### src/rtl/i2s_pkg.sv
// i2s_pkg
// Shared definitions for the I2S transmit serializer: datapath and counter
// widths, plus the two-state control enum used by i2s_tx_ser.
package i2s_pkg;

  localparam int DATA_W    = 32;
  localparam int BITCNT_W  = 5;
  localparam int WORDCNT_W = 3;

  // IDLE holds everything cleared; RUN serializes words on SCK ticks.
  typedef enum logic {
    IDLE = 1'b0,
    RUN  = 1'b1
  } i2s_state_e;

endpackage

### src/rtl/i2s_tx_shreg.sv
// i2s_tx_shreg
// One serial data lane. A load captures a whole word and drives its first
// bit immediately; each later shift drives the next bit. The bit order is
// chosen by lsb_first, and msb_idx selects the top bit of the active word.
// Ports:
//   clk, rst      clock and synchronous active-high reset
//   clr           synchronous clear (transmitter disabled)
//   load          capture load_data and drive its first bit
//   shift         drive the next bit of the held word
//   lsb_first     1 = bit 0 first, 0 = bit msb_idx first
//   msb_idx       index of the last bit of a word
//   load_data     word to transmit (zero for an underrun slot)
//   sd            registered serial data output
module i2s_tx_shreg
  import i2s_pkg::*;
(
  input  logic                clk,
  input  logic                rst,
  input  logic                clr,
  input  logic                load,
  input  logic                shift,
  input  logic                lsb_first,
  input  logic [BITCNT_W-1:0] msb_idx,
  input  logic [DATA_W-1:0]   load_data,
  output logic                sd
);

  logic [DATA_W-1:0] sh;

  // The register keeps the bits still to be sent aligned with the output
  // position: MSB-first moves them up towards msb_idx, LSB-first moves them
  // down towards bit 0. Bits above msb_idx are never driven, so unused
  // upper data bits can be left as they came from the FIFO.
  always_ff @(posedge clk) begin
    if (rst || clr) begin
      sh <= '0;
      sd <= 1'b0;
    end else if (load) begin
      sd <= lsb_first ? load_data[0] : load_data[msb_idx];
      sh <= lsb_first ? (load_data >> 1) : (load_data << 1);
    end else if (shift) begin
      sd <= lsb_first ? sh[0] : sh[msb_idx];
      sh <= lsb_first ? (sh >> 1) : (sh << 1);
    end
  end

endmodule

### src/rtl/i2s_tx_ser.sv
// i2s_tx_ser
// I2S transmit serializer with a two-word prefetch (nxt0 for sd0, nxt1 for
// sd1). Serial outputs and counters advance only on sck_tick_i, the
// one-cycle strobe marking the SCK falling edge. Word select follows the
// Philips timing: ws_o changes one bit ahead of the new half-frame.
// Ports:
//   clk_i, rst_i       clock and synchronous active-high reset
//   sck_tick_i         SCK falling-edge strobe
//   cfg_en_i           transmitter enable; low clears all state
//   cfg_lsb_first_i    1 = LSB first, 0 = MSB first
//   cfg_2ch_i          1 = drive sd0 and sd1, 0 = sd0 only (sd1 held at 0)
//   cfg_bits_word_i    bits per word minus 1
//   cfg_words_i        words per WS half-frame minus 1
//   fifo_data_i        TX word, fifo_valid_i / fifo_ready_o handshake
//   sd0_o, sd1_o       serial data
//   ws_o               word select, 0 = left half-frame
//   underrun_o         one-cycle pulse when a word slot had no data
module i2s_tx_ser
  import i2s_pkg::*;
(
  input  logic                 clk_i,
  input  logic                 rst_i,
  input  logic                 sck_tick_i,
  input  logic                 cfg_en_i,
  input  logic                 cfg_lsb_first_i,
  input  logic                 cfg_2ch_i,
  input  logic [BITCNT_W-1:0]  cfg_bits_word_i,
  input  logic [WORDCNT_W-1:0] cfg_words_i,
  input  logic [DATA_W-1:0]    fifo_data_i,
  input  logic                 fifo_valid_i,
  output logic                 fifo_ready_o,
  output logic                 sd0_o,
  output logic                 sd1_o,
  output logic                 ws_o,
  output logic                 underrun_o
);

  i2s_state_e           state;
  logic [BITCNT_W-1:0]  bit_cnt;
  logic [WORDCNT_W-1:0] word_cnt;
  logic [DATA_W-1:0]    nxt0;
  logic [DATA_W-1:0]    nxt1;
  logic                 full0;
  logic                 full1;

  logic                 run_act;
  logic                 tick_act;
  logic                 boundary;
  logic                 bufs_ready;
  logic                 xfer;
  logic                 under;
  logic                 last_bit;
  logic                 last_word;
  logic                 accept;
  logic                 fill0;
  logic                 fill1;
  logic [DATA_W-1:0]    load0;
  logic [DATA_W-1:0]    load1;

  // bit_cnt is the index of the bit driven by the current tick, so a tick
  // with bit_cnt at 0 is a word boundary; IDLE clears it, which also makes
  // the first tick in RUN a boundary. The >= compare keeps the counters
  // wrapping even if software shrinks the word size mid-word.
  assign run_act    = (state == RUN) && cfg_en_i;
  assign tick_act   = run_act && sck_tick_i;
  assign boundary   = tick_act && (bit_cnt == '0);
  assign bufs_ready = full0 && (!cfg_2ch_i || full1);
  assign xfer       = boundary && bufs_ready;
  assign under      = boundary && !bufs_ready;
  assign last_bit   = (bit_cnt >= cfg_bits_word_i);
  assign last_word  = (word_cnt >= cfg_words_i);

  // A buffer being drained by a transfer this cycle counts as empty, so a
  // word offered on a boundary tick lands in nxt0 while the old nxt0
  // contents go to the shift register. Otherwise nxt0 fills first and nxt1
  // only in two-channel mode.
  assign fifo_ready_o = run_act && !rst_i &&
                        (xfer || !full0 || (cfg_2ch_i && !full1));
  assign accept       = fifo_valid_i && fifo_ready_o;
  assign fill1        = accept && !xfer && full0;
  assign fill0        = accept && !fill1;

  // An underrun slot loads zeros on both lanes; sd1 also gets zeros when
  // only one channel is in use.
  assign load0 = xfer ? nxt0 : '0;
  assign load1 = (xfer && cfg_2ch_i) ? nxt1 : '0;

  // Control, counters, word select and prefetch buffers. Dropping the
  // enable behaves like a reset so that re-enabling starts a clean frame.
  always_ff @(posedge clk_i) begin
    if (rst_i || !cfg_en_i) begin
      state      <= IDLE;
      bit_cnt    <= '0;
      word_cnt   <= '0;
      ws_o       <= 1'b0;
      underrun_o <= 1'b0;
      nxt0       <= '0;
      nxt1       <= '0;
      full0      <= 1'b0;
      full1      <= 1'b0;
    end else begin
      state      <= RUN;
      underrun_o <= under;
      if (tick_act) begin
        bit_cnt <= last_bit ? '0 : bit_cnt + 1'b1;
        if (last_bit) begin
          word_cnt <= last_word ? '0 : word_cnt + 1'b1;
        end
        if (last_bit && last_word) begin
          ws_o <= ~ws_o;
        end
      end
      if (xfer) begin
        full0 <= 1'b0;
        full1 <= 1'b0;
      end
      if (fill0) begin
        nxt0  <= fifo_data_i;
        full0 <= 1'b1;
      end
      if (fill1) begin
        nxt1  <= fifo_data_i;
        full1 <= 1'b1;
      end
    end
  end

  i2s_tx_shreg u_sh0 (
    .clk       (clk_i),
    .rst       (rst_i),
    .clr       (!cfg_en_i),
    .load      (boundary),
    .shift     (tick_act && !boundary),
    .lsb_first (cfg_lsb_first_i),
    .msb_idx   (cfg_bits_word_i),
    .load_data (load0),
    .sd        (sd0_o)
  );

  i2s_tx_shreg u_sh1 (
    .clk       (clk_i),
    .rst       (rst_i),
    .clr       (!cfg_en_i),
    .load      (boundary),
    .shift     (tick_act && !boundary),
    .lsb_first (cfg_lsb_first_i),
    .msb_idx   (cfg_bits_word_i),
    .load_data (load1),
    .sd        (sd1_o)
  );

endmodule
### config.mk
export PLATFORM = sky130hd
export DESIGN_NAME = i2s_tx_ser
export DESIGN_NICKNAME = d
export VERILOG_FILES = /design/src/rtl/i2s_pkg.sv /design/src/rtl/i2s_tx_shreg.sv /design/src/rtl/i2s_tx_ser.sv
export SDC_FILE = /design/constraint.sdc
export NUM_CORES = 1
export LEC_CHECK = 0
export ABC_AREA = 0
export CORE_MARGIN = 5
export CORE_UTILIZATION = 45
export DETAILED_ROUTE_END_ITERATION = 8
export DONT_BUFFER_PORTS = 1
export GPL_ROUTABILITY_DRIVEN = 0
export PLACE_DENSITY = 0.61
export SYNTH_ARGS = -nofsm -noshare
export SYNTH_HDL_FRONTEND = slang
export SYNTH_SLANG_ARGS = --single-unit
### constraint.sdc
create_clock -name clk_i -period 3.07 [get_ports clk_i]
set_input_delay 0.614 -clock clk_i [delete_from_list [all_inputs] [get_ports clk_i]]
set_output_delay 0.614 -clock clk_i [all_outputs]
set_load 0.02 [all_outputs]
; ---- After elaboration in Yosys (flattened, before gate mapping)
; Index checks and enable logic that the tools add are counted.
[op_classes]
add_sub_neg = 2
order_cmp = 3
muxes = 32
n_bitwise = 1
n_reduce_logical = 35
[ops]
columns = cell, n
row1 = two-way mux 32 bit, 10
row2 = binary-select mux 1 bit (select 5 bit), 4
row3 = logical AND 1 bit, 16
row4 = two-way mux 1 bit, 16
row5 = logical NOT 1 bit, 9
row6 = < comparator 5 x 6 -> 1 bit (second input constant), 1
row7 = nonzero test 2 bit, 3
row8 = adder 5 x 1 -> 5 bit (second input constant), 1
row9 = >= comparator 5 bit, 1
row10 = logical NOT 5 bit, 1
row11 = two-way mux 5 bit, 1
row12 = logical OR 1 bit, 4
row13 = AND reduction 2 bit, 2
row14 = adder 3 x 1 -> 3 bit (second input constant), 1
row15 = >= comparator 3 bit, 1
row16 = two-way mux 3 bit, 1
row17 = NOT 1 bit, 1
[word_totals]
regBits = 143
inputBits = 47
output_inout_bits = 5
wordCells = 86

; ---- Logic depth before layout (Yosys ltp)
; Gate-level depths: netlist of the first run.
[logic_depth]
depth_word = 13
ltp_mapped = 11

; ---- Modules after synthesis
; A second synthesis of the first run with hierarchy kept.
[unflattened]
hier_cells = 1096
area_unflattened_um2 = 8824.7
[modules_own_cells]
columns = mod, n_inst, cells_each, area_each_um2, seq_area_each_um2
row1 = i2s_tx_shreg, 2, 323, 2637.5, 660.6
row2 = i2s_tx_ser, 1, 450, 3549.7, 1541.5

; ---- Worst setup path after synthesis of the first run
; No wires, ideal clock.
[synth_timing]
kind = input port to flip-flop
from = in cfg_bits_word_i[0]
to = reg u_sh0.sd
setup_ps = 126
arrival_ps = 2363
required_time_ps = 2944
setup_slack_ps = 581
stages = 9
n_path_buf = 4
cell_sequence = buf_2 -> buf_4 -> buf_4 -> buf_4 -> mux4_2 -> nand2_1 -> nand3_1 -> nand3_1 -> o211ai_1
[synth_between]
elab_chain_cells = 5
[synth_lines]
columns = item, line
row1 = start: declaration, i2s_tx_ser.sv:27  ; input logic [BITCNT_W-1:0] cfg_bits_word_i,
row2 = binary-select mux 1 bit (select 5 bit), i2s_tx_shreg.sv:42  ; sd <= lsb_first ? sh[0] : sh[msb_idx];
row3 = two-way mux 1 bit (not written as such), i2s_tx_shreg.sv:42
row4 = two-way mux 1 bit, i2s_tx_shreg.sv:42
row5 = two-way mux 1 bit, i2s_tx_shreg.sv:41  ; end else if (shift) begin
row6 = two-way mux 1 bit (*), i2s_tx_shreg.sv:38  ; end else if (load) begin
row7 = end signal: assignment, i2s_tx_shreg.sv:39  ; sd <= lsb_first ? load_data[0] : load_data[msb_idx];
row8 = end signal: assignment, i2s_tx_shreg.sv:42
row9 = end: declaration, i2s_tx_shreg.sv:25  ; output logic sd
; Mark *: on every way between the ends. The rest lies on a longest branch, timed or not. The select of a mux whose other input is x is not followed.
; A chain may end at the register's enable or synchronous reset.

; ---- Worst setup path after layout of the first run
[layout_timing]
from = reg bit_cnt[0]
to = reg nxt1[17]
[layout_between]
elab_chain_cells = 9
[layout_lines]
columns = item, line
row1 = start: declaration, i2s_tx_ser.sv:39  ; logic [BITCNT_W-1:0] bit_cnt;
row2 = start signal: assignment, i2s_tx_ser.sv:105  ; bit_cnt <= last_bit ? '0 : bit_cnt + 1'b1;
row3 = logical NOT 5 bit (*), i2s_tx_ser.sv:66  ; assign boundary = tick_act && (bit_cnt == '0);
row4 = logical AND 1 bit (*), i2s_tx_ser.sv:66
row5 = logical AND 1 bit (*), i2s_tx_ser.sv:68  ; assign xfer = boundary && bufs_ready;
row6 = logical OR 1 bit (2 in a row), i2s_tx_ser.sv:78  ; (xfer || !full0 || (cfg_2ch_i && !full1));
row7 = logical AND 1 bit, i2s_tx_ser.sv:77  ; assign fifo_ready_o = run_act && !rst_i &&
row8 = logical AND 1 bit, i2s_tx_ser.sv:79  ; assign accept = fifo_valid_i && fifo_ready_o;
row9 = logical AND 1 bit (*) (2 in a row), i2s_tx_ser.sv:80  ; assign fill1 = accept && !xfer && full0;
row10 = end signal: assignment, i2s_tx_ser.sv:122  ; nxt1 <= fifo_data_i;
row11 = end: declaration, i2s_tx_ser.sv:42  ; logic [DATA_W-1:0] nxt1;
; Mark *: on every way between the ends. The rest lies on a longest branch, timed or not.

==> impl_metrics.env, run 1 <==
export IMPL_num_vias=6960
export IMPL_routed_wirelength_um=23400
export IMPL_synth_seq_cells=143
export IMPL_cp_arrival_ns=3.08
export IMPL_nets=956
export IMPL_synthesis_area_um2=7940
export IMPL_area_growth_pct=9.23
export IMPL_synth_common_cells="159 x nand2_1, 143 x dfxtp_1, 116 x a21oi_1"
export IMPL_globalRouteOverflowTotal=0
export IMPL_drive_gt1_share_pct=11.3
export IMPL_cts_sinks=143
export IMPL_synth_area_leaders="dfxtp_1 36%, mux2i_1 12%, mux4_2 8.2%"
export IMPL_post_cts_setup_buffer_count=0
export IMPL_use_met3_pct=7.87
export IMPL_worstSetupPathType="flip-flop to flip-flop"
export IMPL_pin_count=52
export IMPL_required_ns=3.42
export IMPL_drc=0
export IMPL_cts_htree_levels=4
export IMPL_synthesis_instances=937
export IMPL_powerDensity_nw_per_um2=477
export IMPL_start_util_pct=45.9
export IMPL_track_usage_pct=23.2
export IMPL_setup_viol=0
export IMPL_cts_buffers_inserted=17
export IMPL_die_area_um2=20400
export IMPL_grt_start_max_net_pins=101
export IMPL_yosys_area_top_type="dfxtp_1"
export IMPL_cp_max_fo=33
export IMPL_wl_per_cell_um=20.6
export IMPL_maxCapViolCount=0
export IMPL_timing_final_crit_share_pct=88.9
export IMPL_port_buffers=0
export IMPL_first_global_vias=6610
export IMPL_fillers=1689
export IMPL_hpwl_um=15400
export IMPL_die_height_um=143
export IMPL_drt_pass1_iter_count=5
export IMPL_instances_no_fill=1136
export IMPL_insertion_delay_ns=0.43
export IMPL_end_kind="flip-flop"
export IMPL_synth_edf_count=0
export IMPL_tightest_slew_ns=0.796
export IMPL_tns_ns=0
export IMPL_relSlewSlack_pct=46.7
export IMPL_synth_top_area_share_pct=36.1
export IMPL_grt_pass1_wl_um=37600
export IMPL_fin_skew_ns=0.0117
export IMPL_run_status="complete, no violations"
export IMPL_cts_tree="yes"
export IMPL_antenna_found_initial=1
export IMPL_ant_nets=0
export IMPL_synth_most_common_cell="nand2_1"
export IMPL_global_route_usage_met2_pct=34.2
export IMPL_clockBufferDepth=2
export IMPL_worstSetupStartpointType="flip-flop"
export IMPL_path_clk_slew_ns=0.06
export IMPL_hold_violations=0
export IMPL_grt_busiest_layer="met2"
export IMPL_irDropWorstVdd_v=0.000405
export IMPL_placed_cells=1104
export IMPL_synthDistinctLibCells=50
export IMPL_fmax_mhz=366
export IMPL_rsz0062_at_grt="false"
export IMPL_synthArstFlopShare_pct=0
export IMPL_worstHoldPathType="input pin to flip-flop"
export IMPL_ys_warn_count=0
export IMPL_cts_hold_buf=0
export IMPL_ys_seq_area_share_pct=36.1
export IMPL_rows=48
export IMPL_ys_flop_type="dfxtp_1"
export IMPL_cts_resized=0
export IMPL_core_area_um2=17300
export IMPL_met1_usage_pct=32.6
export IMPL_p_leak_nw=2.96
export IMPL_synth_fp_nets=995
export IMPL_syn_area_per_cell_um2=8.47
export IMPL_die_w_um=143
export IMPL_min_period_ns=2.73
export IMPL_num_antenna_cells=0
export IMPL_drt_initial_drc_count=755
export IMPL_viasPerCell=6.13
export IMPL_slew_viol_final=0
export IMPL_cts_root_buf="clkbuf_16"
-- path summary, 6_finish.rpt --
check                 start           to  slack, ns  cells after the start
max              bit_cnt[0]     nxt1[17]       0.34                      9
max reg2reg      bit_cnt[0]     nxt1[17]       0.34                      9
min          fifo_data_i[0]      nxt0[0]       0.31                      2
min reg2reg     u_sh0.sh[1]  u_sh0.sh[1]       0.48                      2
-- flip-flops by register name, summed over array words and instances, names as in the netlist, 3 cells and up --
register,cells
nxt0,32
nxt1,32
u_sh0.sh,32
u_sh1.sh,32
bit_cnt,5
word_cnt,3
-- through the flow --
step                      total power [W]  setup WS [ns]  instance area (um^2)  hold slack, ns  util [%]
after floorplan                   0.00212          0.581                  7940           0.437         -
after global placement            0.00212          0.446                  8100           0.461      46.8
after detailed placement          0.00212          0.379                  8100           0.470      46.8
after CTS                         0.00416          0.320                  8670           0.307      50.1
after global routing              0.00427         0.0346                  8670           0.309      50.1
final                             0.00414          0.341                  8670           0.313      50.1
-- cell type report --
cell class / instances / area (um^2) / area share (%)
multi-input combinational: 700 / 4720 / 54.5
inverter: 14 / 52.6 / 0.606
timing repair buffer: 22 / 178 / 2.05
tap: 225 / 282 / 3.25
clock buffer: 20 / 437 / 5.03
sequential: 143 / 2860 / 33.0
clock inverter: 12 / 139 / 1.60
-- layer usage --
layer / up-vias / part of all wire [%]
met3: 26 / 8.4
met1: 3413 / 46
met5: - / 0.056
li1: 3315 / -
met2: 204 / 44
met4: 2 / 1.4
-- power by group --
group,internal [W],switching (W)
Combinational,0.0000899,0.000116
Clock,0.00120,0.000852
Sequential,0.00187,0.0000121
-- placed cells by master (no fill, tap or decap), types with 5 or more instances in the layout --
| cell type | n |
|---|---|
| o221ai_1 | 17 |
| nand2_1 | 159 |
| inv_1 | 11 |
| o211ai_1 | 7 |
| a22oi_1 | 15 |
| mux4_2 | 29 |
| nor2_1 | 83 |
| o22ai_1 | 28 |
| a21oi_1 | 116 |
| nand3_1 | 9 |
| a21o_1 | 5 |
| buf_4 | 21 |
| nor3_1 | 33 |
| mux2_2 | 16 |
| ha_1 | 11 |
| dfxtp_1 | 143 |
| o21ai_0 | 22 |
| mux2i_1 | 98 |
| clkbuf_16 | 17 |
-- logic make-up after synthesis --
family          synth area share [%]
compound gates                  17.8
xor+xnor                       0.331
fa+ha+maj                       1.73
buf+inv                         4.76
flops                           36.1
mux                             22.8
simple gates                    16.5
-- worst max-delay path: stages, from the launching register on --
cell     delay (ns)
dfxtp_1        0.33
inv_1          0.10
ha_1           0.17
or4b_1         0.65
nor3_1         0.40
nand2_1        0.24
nand3_1        0.15
buf_4          0.33
nand2_1        0.12
a21oi_1        0.15
(Power assumes the default switching activity.)
==> run 2: changes to the inputs <==
--- a/config.mk
+++ b/config.mk
@@ -6,6 +6,7 @@
 export NUM_CORES = 1
 export LEC_CHECK = 0
 export ABC_AREA = 0
+export CORE_ASPECT_RATIO = 1.75
 export CORE_MARGIN = 5
 export CORE_UTILIZATION = 45
 export DETAILED_ROUTE_END_ITERATION = 8
==> impl_metrics.env, run 2 (synthesis results as in run 1) <==
export IMPL_run_status="complete, no violations"
export IMPL_tightest_slew_ns=1.12
export IMPL_worstSetupPathType="flip-flop to flip-flop"
export IMPL_tns_ns=0
export IMPL_fmax_mhz=366
export IMPL_post_cts_setup_buffer_count=0
export IMPL_end_kind="flip-flop"
export IMPL_antenna_found_initial=0
export IMPL_drt_pass1_iter_count=5
export IMPL_globalRouteOverflowTotal=0
export IMPL_area_growth_pct=10.3
export IMPL_fin_ws_ns=0.337
export IMPL_cts_buffers_inserted=17
export IMPL_track_usage_pct=23.7
export IMPL_drc=0
export IMPL_path_clk_slew_ns=0.06
export IMPL_hpwl_um=16600
export IMPL_worstHoldPathType="input pin to flip-flop"
export IMPL_critPathMostFrequentCell="nand2_1"
export IMPL_timing_final_crit_share_pct=89.0
export IMPL_wl_per_cell_um=21.1
export IMPL_worstSetupStartpointType="flip-flop"
export IMPL_rows=64
export IMPL_required_ns=3.37
export IMPL_worst_path_buf_inv=1
export IMPL_layout_common_cells="159 x nand2_1, 143 x dfxtp_1, 116 x a21oi_1, 98 x mux2i_1, 83 x nor2_1"
export IMPL_die_area_um2=20500
export IMPL_pwr_share_seq_pct=42.7
export IMPL_cp_max_fo=32
export IMPL_slew_viol_final=0
export IMPL_drive_gt1_share_pct=11.5
export IMPL_viasPerCell=6.12
export IMPL_whs_ns=0.318
export IMPL_drt_initial_drc_count=503
export IMPL_utilization_pct=50.2
export IMPL_routed_wirelength_um=24100
export IMPL_die_height_um=186
export IMPL_relSlewSlack_pct=25.3
export IMPL_rsz0062_at_grt="false"
export IMPL_cts_sinks=143
export IMPL_max_stage_delay_ns=0.61
export IMPL_insertion_delay_ns=0.43
export IMPL_fin_skew_ns=0.0104
export IMPL_num_antenna_cells=0
export IMPL_cts_resized=0
export IMPL_start_util_pct=45.5
export IMPL_internal_power_w=0.00343
export IMPL_cpLargestDelayFamily="simple AND/OR/NAND/NOR gates"
export IMPL_grt_start_max_net_pins=101
export IMPL_final_common_cell="nand2_1"
export IMPL_powerDensity_nw_per_um2=502
export IMPL_clockBufferDepth=2
export IMPL_grt_pass1_wl_um=39000
export IMPL_cts_tree="yes"
export IMPL_cts_root_buf="clkbuf_16"
export IMPL_crit_slowest_cell="and3_1"
export IMPL_setup_viol=0
export IMPL_power_frac_clock_pct=52.6
export IMPL_core_area_um2=17500
export IMPL_num_vias=6985
export IMPL_port_buffers=0
export IMPL_min_period_ns=2.73
export IMPL_nets=956
export IMPL_irDropWorstVdd_v=0.000307
export IMPL_pin_count=52
export IMPL_maxCapViolCount=0
export IMPL_p_switching_w=0.000973
export IMPL_comb_power_share_pct=4.7
export IMPL_cts_htree_levels=4
export IMPL_hold_violations=0
export IMPL_cp_arrival_ns=3.03
export IMPL_finalPower_w=0.00440
export IMPL_die_w_um=110
export IMPL_place_ws_ns=0.388
export IMPL_first_global_vias=7035
export IMPL_power_share_switching_pct=22.1
export IMPL_cts_hold_buf=0
export IMPL_ant_nets=0
export IMPL_path_cells="inv_1 > ha_1 > or4b_1 > nor3_1 > nand2_1 > and3_1 > nand2_1 > a21oi_1"
export IMPL_p_leak_nw=3.02
==> run 2: final timing paths <==
kind	start	endpoint	slack (ns)	cells past startpoint
hold / removal	fifo_data_i[14]	nxt1[14]	0.32	2
setup reg to reg	bit_cnt[0]	nxt1[29]	0.34	8
setup / recovery	bit_cnt[0]	nxt1[29]	0.34	8
hold reg to reg	word_cnt[0]	word_cnt[0]	0.48	2
==> run 2: area by class of cell <==
type / instances / area [um^2]
Fill cell: 1753 / 8700
Multi-Input combinational cell: 700 / 4720
Sequential cell: 143 / 2860
Clock buffer: 19 / 443
Tap cell: 231 / 289
Clock inverter: 13 / 211
Timing Repair Buffer: 22 / 178
Inverter: 14 / 52.6
==> run 2: routing by layer <==
layer | vias up | GRT usage [%] | wire (um) | part of all wire (%)
li1 | 3323 | - | - | -
met1 | 3338 | 25.9 | 9000 | 37
met2 | 244 | 42.8 | 12500 | 52
met3 | 80 | 4.36 | 1200 | 5.0
met4 | 0 | 14.1 | 1360 | 5.7
met5 | - | 0 | 0 | 0
==> run 2: worst register-to-register path, delay by kind of cell, from the launching register on <==
family | cells | cell delay (ns)
AOI/OAI and AO/OA | 1 | 0.10
and+or+nand+nor | 5 | 1.91
DFF | 1 | 0.33
adders and majority gates | 1 | 0.17
buffers and inverters | 1 | 0.11
==> run 2: power groups by stage <==
| stage | registers [W] | logic [W] | clock network, W |
|---|---|---|---|
| 2_1_floorplan | 0.00192 | 0.000206 | 0 |
| 3_3_place_gp | 0.00192 | 0.000205 | 0 |
| 3_5_place_dp | 0.00192 | 0.000206 | 0 |
| 4_1_cts | 0.00188 | 0.000206 | 0.00234 |
| 5_1_grt | 0.00188 | 0.000226 | 0.00241 |
| 6_report | 0.00188 | 0.000206 | 0.00231 |
==> run 2: metrics by stage <==
step           area [um^2]  std cells
6_report              8760       1142
3_3_place_gp          8110       1110
3_5_place_dp          8110       1110
2_1_floorplan         7940        937
5_1_grt               8760       1142
4_1_cts               8760       1142
